**config.mk**
```make
export PLATFORM = sky130hd
export DESIGN_NAME = kser_master
export DESIGN_NICKNAME = d
export VERILOG_FILES = /design/src/rtl/kser_defs.sv /design/src/rtl/kser_tick.sv /design/src/rtl/kser_master.sv
export SDC_FILE = /design/constraint.sdc
export NUM_CORES = 1
export LEC_CHECK = 0
export CORE_MARGIN = 5
export CORE_UTILIZATION = 50
export CTS_BUF_LIST = sky130_fd_sc_hd__clkbuf_8
export DETAILED_ROUTE_END_ITERATION = 6
export PLACE_DENSITY = 0.82
export SLEW_MARGIN = 20
export SYNTH_ARGS = -nofsm -noshare
export SYNTH_HDL_FRONTEND = slang
export SYNTH_SLANG_ARGS = --single-unit
```
**constraint.sdc**
```tcl
create_clock -name clk -period 1.8 [get_ports clk]
set_input_delay 0.27 -clock clk [delete_from_list [all_inputs] [get_ports clk]]
set_output_delay 0.27 -clock clk [all_outputs]
set_load 0.03 [all_outputs]
```
**src/rtl/kser_defs.sv**
```systemverilog
// Shared KSER definitions: FSM state encodings and default frame geometry,
// also consumed by the Kanalog buffer build.
package kser_defs;

    localparam int unsigned KSER_N_DEF       = 24;
    localparam int unsigned KSER_DIV_DEF     = 4;
    localparam int unsigned KSER_LATCH_W_DEF = 4;

    typedef enum logic [2:0] {
        ST_IDLE  = 3'd0,
        ST_LOW   = 3'd1,
        ST_HIGH  = 3'd2,
        ST_TAIL  = 3'd3,
        ST_LATCH = 3'd4
    } kser_state_e;

    function automatic int unsigned max_u(input int unsigned a, input int unsigned b);
        return (a > b) ? a : b;
    endfunction

endpackage

```
**src/rtl/kser_tick.sv**
```systemverilog
// Phase-length counter: counts from 0 after clear and flags the last cycle
// of a len-cycle phase.
module kser_tick #(
    parameter int unsigned W = 3
) (
    input  logic         clk,
    input  logic         kreset,
    input  logic         clear,
    input  logic [W-1:0] len,
    output logic         term_c
);

    logic [W-1:0] cnt;

    assign term_c = (cnt == (len - W'(1)));

    always_ff @(posedge clk or negedge kreset) begin
        if (!kreset) begin
            cnt <= '0;
        end else if (clear) begin
            cnt <= '0;
        end else begin
            cnt <= cnt + W'(1);
        end
    end

endmodule

```
**src/rtl/kser_master.sv**
```systemverilog
// Serial shift/latch initiator: shifts tx_data out MSB first on sdout/sclk,
// captures sdin on each sclk rise, then strobes slatch and reports rx_data.
module kser_master
    import kser_defs::*;
#(
    parameter int unsigned N       = KSER_N_DEF,
    parameter int unsigned DIV     = KSER_DIV_DEF,
    parameter int unsigned LATCH_W = KSER_LATCH_W_DEF
) (
    input  logic         clk,
    input  logic         kreset,
    input  logic         start,
    input  logic [N-1:0] tx_data,
    input  logic         sdin,
    output logic         sclk,
    output logic         sdout,
    output logic         slatch,
    output logic         busy,
    output logic         done,
    output logic [N-1:0] rx_data
);

    localparam int unsigned PH_W = $clog2(max_u(DIV, LATCH_W) + 1);
    localparam int unsigned BW   = $clog2(N + 1);

    kser_state_e   state;
    logic [BW-1:0] bit_cnt;
    logic [N-1:0]  tx_sr;
    logic [N-1:0]  rx_sr;
    logic [PH_W-1:0] ph_len;
    logic          ph_clear;
    logic          ph_term_c;

    // sdout is the MSB of the tx register; the shift after the last bit
    // leaves it all-zero, which keeps sdout low through TAIL and IDLE.
    assign sdout = tx_sr[N-1];

    assign ph_len   = (state == ST_LATCH) ? PH_W'(LATCH_W) : PH_W'(DIV);
    assign ph_clear = (state == ST_IDLE) || ph_term_c;

    kser_tick #(
        .W (PH_W)
    ) u_tick (
        .clk    (clk),
        .kreset (kreset),
        .clear  (ph_clear),
        .len    (ph_len),
        .term_c (ph_term_c)
    );

    always_ff @(posedge clk or negedge kreset) begin
        if (!kreset) begin
            state   <= ST_IDLE;
            bit_cnt <= '0;
            tx_sr   <= '0;
            rx_sr   <= '0;
            sclk    <= 1'b0;
            slatch  <= 1'b0;
            busy    <= 1'b0;
            done    <= 1'b0;
            rx_data <= '0;
        end else begin
            done <= 1'b0;
            case (state)
                ST_IDLE: begin
                    if (start) begin
                        tx_sr   <= tx_data;
                        bit_cnt <= '0;
                        busy    <= 1'b1;
                        state   <= ST_LOW;
                    end
                end
                ST_LOW: begin
                    if (ph_term_c) begin
                        sclk  <= 1'b1;
                        rx_sr <= {rx_sr[N-2:0], sdin};
                        state <= ST_HIGH;
                    end
                end
                ST_HIGH: begin
                    // Data only moves on the edge that drops sclk.
                    if (ph_term_c) begin
                        sclk    <= 1'b0;
                        tx_sr   <= {tx_sr[N-2:0], 1'b0};
                        bit_cnt <= bit_cnt + BW'(1);
                        state   <= (bit_cnt == BW'(N - 1)) ? ST_TAIL : ST_LOW;
                    end
                end
                ST_TAIL: begin
                    if (ph_term_c) begin
                        slatch <= 1'b1;
                        state  <= ST_LATCH;
                    end
                end
                ST_LATCH: begin
                    if (ph_term_c) begin
                        slatch  <= 1'b0;
                        busy    <= 1'b0;
                        done    <= 1'b1;
                        rx_data <= rx_sr;
                        state   <= ST_IDLE;
                    end
                end
                default: begin
                    state <= ST_IDLE;
                end
            endcase
        end
    end

endmodule

```
==> results.toml, run 1 <==
[outcome]
status = "complete, no violations"

[timing]
fin_crit_sh_pct = 97.9
finalSetupTns_ns = 0
max_freq_ghz = 0.568
final.min_clock_period_ns = 1.76
max_slew_margin_pct = 70.8
hold_slack_ns = 0.458
clock_skew_ns = 0.00988
worstMarginPinSlew_ns = 0.438
setup_viol = 0
finalHoldViolations = 0
slew_violations = 0

[die]
floorplan.io_pins = 57
die_area_mm2 = 0.00943
chipHeight_um = 97.1
std_cell_rows = 31
initial_util_pct = 51.7
core_region_area_mm2 = 0.00733
die-width_um = 97.1

[synth]
netlist-cell-type-count = 34
yosys.area.top_type_share_pct = 57.4
edff_count_synth = 0
yosys_most_used_dff = "dfrtp_1"
synth_area_leaders = "dfrtp_1 (57%), mux2_2 (26%), buf_6 (2.4%)"
synth_seq_cells = 87
synthesis.instances = 256
yosysWarnings = 0
synth.avg_cell_area_um2 = 14.8
postSynth.asyncResetShare_pct = 100
synth_top_area_cell = "dfrtp_1"
ys_seq_area_share_pct = 57.4
mappedNetlistArea_mm2 = 0.00379
synthesis.nets = 288

[critical_path]
reg2reg_to = "rx_sr[9]"
worst_setup_path_endpoint = "rx_sr[9]"
critical_path_peak_fanout = 6
critical_path_depth = 6
critical_path.most_common_cell = "ha_4"
start_kind = "flop"
cp_arrival_ns = 1.99
r2r_setup_slack_ns = 0.04
rr_startpoint = "u_tick.cnt[0]"
crit_path_cell_trace = "ha_4 > ha_4 > nand2_4 > nor3_4 > clkbuf_16 > mux2_2"
cpMaxStageDelayCell = "dfrtp_1"
cp_data_required_time_ns = 2.03
crit_type = "reg -> reg"
timing.critical_path.slowest_cell_delay_ns = 0.39
worstSetupEndpointType = "flop"
worst-path-buf-inv = 1
critPathTopFamily = "simple AND/OR/NAND/NOR gates"
cp-startpoint = "u_tick.cnt[0]"
timing.reg2reg.worst_path_depth = 6

[global_routing]
grtUsageMet3_pct = 5.38
grt_start_max_net_pins = 53
global_route_wire_length_before_repair_um = 11400
met1_usage_pct = 18.1
antenna_found_initial = 0
grt_remaining_overflow = 0
grt_pass1_vias = 2365
busiest_layer = "met2"
global_route.usage.total_pct = 14.7
use_met2_pct = 23.7

[pwr]
switching_power_uw = 749
switching_share_pct = 20.9
p_comb_share_pct = 4.6
internal-power_uw = 2840
vdd.ir_drop.worst_uv = 585
seqPwrFrac_pct = 55.6
clock_power_share_pct = 39.8
power.static_leakage_uw = 0.00216
power.total_uw = 3590
powerDensity_mw_per_mm2 = 742

[placed_design]
gp_weighted_congestion = 0.807
numPlacedInstances = 409
total_of_buffers_placed_on_input_and_output_ports = 56
place_hpwl_um = 4450

[clock_tree]
cts-root-buf = "clkbuf_8"
cts_buffers = 9
clock_sink_count = 87
cts-root-to-sink-buffers = 2
path_clk_slew_ns = 0.08
clk-insertion-delay-late_ns = 0.35
tritoncts = "done"
cts.htree.levels = 3

[finish]
nFillCells = 512
num-nets-final = 357
diodes = 0
final_cell_count_no_fill = 429
area_delta_synth_final_pct = 27.3
regArea_mm2 = 0.00218
multi_input_area_mm2 = 0.00151
drive_above_1_share_pct = 39.7

[drt]
num_vias = 2256
detail_route.first_pass.iterations = 4
wl_per_cell_um = 15.8
postRouteWirelength_um = 6760
drcViolationCount = 0
vias_per_cell = 5.26
antenna_left = 0
initialDrtViolationCount = 52

[run]
max_cap_violations = 0

[worst_hold_path]
holdCritPathClass = "in -> async"
layout make-up:
class / instances / area share [%]
sequential: 87 / 45.1
timing repair buffer: 74 / 16.4
clock inverter: 4 / 1.06
tap: 99 / 2.56
multi-input combinational: 150 / 31.2
clock buffer: 12 / 3.42
inverter: 3 / 0.233
metal layers:
layer  wire length, um  share of wire [%]
met3               321                4.8
met1              2920                 43
met2              3450                 51
met5                 0                  0
met4                68                1.0
repair_timing:
item                                   in CTS  in global routing
hold buffers                                1                  0
setup endpoints to repair                   0                 24
gates resized for setup                     0                  7
endpoints found under the hold margin      71                  0
setup buffers                               0                  1
kinds of logic (layout without fill, tap and decap cells):
| kind of cell | count (synthesis) | count (layout) | share of synthesized area, % |
|---|---|---|---|
| flip-flops | 87 | 87 | 57.4 |
| AO/OA/AOI/OAI | 17 | 17 | 3.03 |
| adder cells (fa/ha/maj) | 4 | 4 | 1.32 |
| multiplexers | 97 | 97 | 28.8 |
| AND/OR/NAND/NOR | 32 | 32 | 5.57 |
| buffers and inverters | 19 | 93 | 3.89 |
sequential cells by signal, indices dropped and copies added, names as in the netlist:
| signal | flops |
|---|---|
| sclk | 1 |
| tx_sr | 24 |
| rx_data | 24 |
| u_tick.cnt | 3 |
| state | 3 |
| bit_cnt | 5 |
| rx_sr | 24 |
| busy | 1 |
| done | 1 |
| slatch | 1 |
power by group through the flow:
stage / combinational [uW] / sequential [uW] / clock (uW)
6_report: 163 / 1990 / 1430
5_1_grt: 181 / 2000 / 1560
4_1_cts: 169 / 1990 / 1470
3_5_place_dp: 166 / 2030 / 0
3_3_place_gp: 162 / 2030 / 0
2_1_floorplan: 48.2 / 2030 / 0
Yosys cell counts (4+ instances only):
master   count
dfrtp_1     87
nand2_1      4
nor2_1       6
a21oi_1      8
ha_1         4
buf_4        4
mux2_1       7
mux2_2      87
buf_6        8
per-stage QoR:
| step | cell area [um2] | setup slack, ns | utilization, % |
|---|---|---|---|
| after floorplan | 3790 | 0.0434 | - |
| after global placement | 4530 | 0.0566 | 61.7 |
| after detailed placement | 4530 | -0.00213 | 61.7 |
| after CTS | 4750 | 0.0796 | 64.8 |
| after global routing | 4830 | -0.0254 | 65.9 |
| final | 4830 | 0.0384 | 65.9 |
worst min-delay path by stage:
stage,from,end
after floorplan,kreset,bit_cnt[0]
after global placement,kreset,u_tick.cnt[2]
after detailed placement,kreset,rx_sr[23]
after CTS,u_tick.cnt[0],u_tick.cnt[0]
after global routing,kreset,rx_sr[22]
final,kreset,rx_data[22]
placed cells by master, fill, tap and decap left out, types with 2 or more instances in the layout:
cell             Yosys  routed
nand2_1              4       3
nor3_1               3       3
nor3_4               2       2
and3_1               2       2
ha_4                 0       2
nand3_1              2       2
a21oi_1              8       8
o41ai_1              2       2
mux2_1               7       7
clkbuf_8             0      12
nand2b_1             2       2
buf_4                4      10
o21ai_0              2       2
inv_1                3       3
ha_1                 4       2
mux2_2              87      87
clkdlybuf4s50_1      0      55
nor2_1               6       6
mux2i_1              2       2
dfrtp_1             87      86
nor4b_1              2       2
buf_12               0       6
nand3b_1             3       3
worst reg2reg max path, cell delays in order, from the launching register on:
cell	delay, ns
dfrtp_1	0.39
ha_4	0.16
ha_4	0.15
nand2_4	0.07
nor3_4	0.33
clkbuf_16	0.23
mux2_2	0.33
Note: power is estimated with default switching activity, not from simulation.
==> run 2, diff against run 1 <==
--- a/config.mk
+++ b/config.mk
@@ -14,3 +14,4 @@
 export SYNTH_ARGS = -nofsm -noshare
 export SYNTH_HDL_FRONTEND = slang
 export SYNTH_SLANG_ARGS = --single-unit
+export TNS_END_PERCENT = 30
==> results of run 2 <==
Final layout, timing and power as in run 1 (identical DEF).
==> run 3, diff against run 2 <==
--- a/config.mk
+++ b/config.mk
@@ -6,9 +6,10 @@
 export NUM_CORES = 1
 export LEC_CHECK = 0
 export CORE_MARGIN = 5
-export CORE_UTILIZATION = 50
+export CORE_UTILIZATION = 59
 export CTS_BUF_LIST = sky130_fd_sc_hd__clkbuf_8
 export DETAILED_ROUTE_END_ITERATION = 6
+export DONT_BUFFER_PORTS = 1
 export PLACE_DENSITY = 0.82
 export SLEW_MARGIN = 20
 export SYNTH_ARGS = -nofsm -noshare
==> run 3 against run 2 <==
  * The flow now finishes with violations (hold timing, setup timing)
  * Sequential power hardly changed
  * Critical path depth stayed put
  * Count of clock-buffer cells in the layout fell by 1
  * Via count down 6.1%
  * Worst hold slack worse by 0.86 ns
  * Utilization is 4.0 points higher
  * Critical endpoint is now tx_sr[18]
  * Largest cell class unchanged
==> results.toml, run 3 (synthesized netlist as in run 1, its figures left out) <==
[outcome]
status = "finished with violations"
violations_in_the_final_reports = "hold timing, setup timing"

[timing]
setup_repair_after_global_routing_missed_its_margin = "yes"
max_slew_margin_pct = 67.7
finalHoldViolations = 87
fin_crit_sh_pct = 102
setup_viol = 5
worstMarginPinSlew_ns = 0.478
clock_skew_ns = 0.00840
final.setup.worst_slack_ns = -0.0325
slew_violations = 0
max_freq_ghz = 0.546
final.min_clock_period_ns = 1.83
hold_slack_ns = -0.403

[clock_tree]
clock_sink_count = 87
cts-root-buf = "clkbuf_8"
cts-root-to-sink-buffers = 2
tritoncts = "done"
cts_buffers = 9
clk-insertion-delay-late_ns = 0.36
cts.htree.levels = 3
path_clk_slew_ns = 0.08

[drt]
antenna_left = 0
drcViolationCount = 0
vias_per_cell = 5.79
postRouteWirelength_um = 6810
detail_route.first_pass.iterations = 5
wl_per_cell_um = 18.6
initialDrtViolationCount = 132
num_vias = 2119

[global_routing]
grt_pass1_vias = 2307
antenna_found_initial = 0
grt_start_max_net_pins = 88
grt_remaining_overflow = 0
global_route_wire_length_before_repair_um = 11400
global_route.usage.total_pct = 17.5

[finish]
nFillCells = 430
final_cell_count_no_fill = 366
postLayoutCoreUtil_pct = 69.8
layout.cells.most_common = "dfrtp_1"
area_delta_synth_final_pct = 16.2
final_cell_mix = "dfrtp_1 (85), mux2_2 (79), buf_4 (21), clkbuf_8 (11), mux2_4 (9)"
biggestRegsByFlops = "rx_data (24), rx_sr (24), tx_sr (24)"
diodes = 0
num-nets-final = 317
drive_above_1_share_pct = 51.6

[die]
initial_util_pct = 60.1
die-width_um = 90.2
die_area_mm2 = 0.00813
chipHeight_um = 90.2
floorplan.io_pins = 57
core_region_area_mm2 = 0.00631
std_cell_rows = 29

[run]
max_cap_violations = 0

[pwr]
vdd.ir_drop.worst_uv = 598
powerDensity_mw_per_mm2 = 816
power.static_leakage_uw = 0.00207

[placed_design]
gp_weighted_congestion = 0.729
place_hpwl_um = 4120
numPlacedInstances = 332
total_of_buffers_placed_on_input_and_output_ports = 0
place_worst_setup_slack_ns = -0.395

[critical_path]
worst-path-buf-inv = 3
start_kind = "flop"
critical_path_peak_fanout = 8
rr_startpoint = "state[2]"
crit_type = "reg -> reg"
critPathTopFamily = "multiplexers"
cpMaxStageDelayCell = "dfrtp_2"
cp_data_required_time_ns = 2.04
timing.critical_path.slowest_cell_delay_ns = 0.40
cp_arrival_ns = 2.08
cp-startpoint = "state[2]"
crit_path_cell_trace = "buf_4 > nor3b_4 > buf_4 > buf_12 > mux2_2 > mux2_2"
worstSetupEndpointType = "flop"

[worst_hold_path]
holdCritPathClass = "in -> async"
run 3: cell count changes in the layout (fill, tap and decap cells not counted), moves of 2 or more:
cell and delta:
buf_12 -2, mux2_4 +9, clkdlybuf4s50_1 -55, mux2_2 -8, buf_4 +11, buf_6 +5
run 3: repair_timing:
item | 4_1_cts | 5_1_grt
gates cloned | 2 | 2
endpoints found under the hold margin | 87 | 87
resized for setup | 14 | 16
setup endpoints to repair | 44 | 48
pin swaps | 3 | 2
buffers inserted | 7 | 9
run 3: area by class of cell:
class	count	area (um2)	share of cell area, %
clock inverters	4	77.6	1.76
multi-input cells	151	1550	35.2
clock buffers	11	151	3.43
inverters	3	11.3	0.255
well taps	77	96.3	2.19
flip-flops and latches	87	2180	49.4
repair buffers	33	340	7.72
run 3: final timing paths:
kind / endpoint / slack [ns] / depth (start not counted)
worst min register to register: tx_sr[11] / 0.50 / 1
max in group asynchronous: rx_sr[12] / 2.10 / 0
worst max register to register: tx_sr[18] / -0.03 / 6
worst min-delay path: rx_data[22] / -0.40 / 0
min in group clk: tx_sr[0] / 0.05 / 1
worst max-delay path: tx_sr[18] / -0.03 / 6
run 3: where the power goes:
group | internal [uW] | total [uW] | switching (uW)
registers | 1980 | 2000 | 18.4
logic | 46.1 | 63.2 | 17.2
clock network | 857 | 1540 | 679
run 3: metrics by stage:
step	power, uW	area, um2	setup TNS (ns)	hold WS [ns]
finish	3600	4410	-0.116	-0.403
global placement	2090	3900	-7.42	-0.0230
floorplan	2080	3790	0	-0.0256
detailed placement	2090	3900	-8.80	-0.0237
global route	3730	4410	-1.13	-0.430
CTS	3610	4280	-0.0207	-0.413
run 3: worst reg2reg max path, delay by kind of cell, from the launching register on:
family        cells  cell delay [ns]
flops             1             0.40
buf+inv           3             0.45
mux               2             0.60
simple gates      1             0.27
run 3: routing by layer:
metal  part of all wire (%)  vias up  track usage [%]
li1                       -      977                -
met1                     40     1073             21.2
met2                     51       58             28.2
met3                    6.7       11             7.18
met4                    1.4        0             5.96
met5                      0        -                0
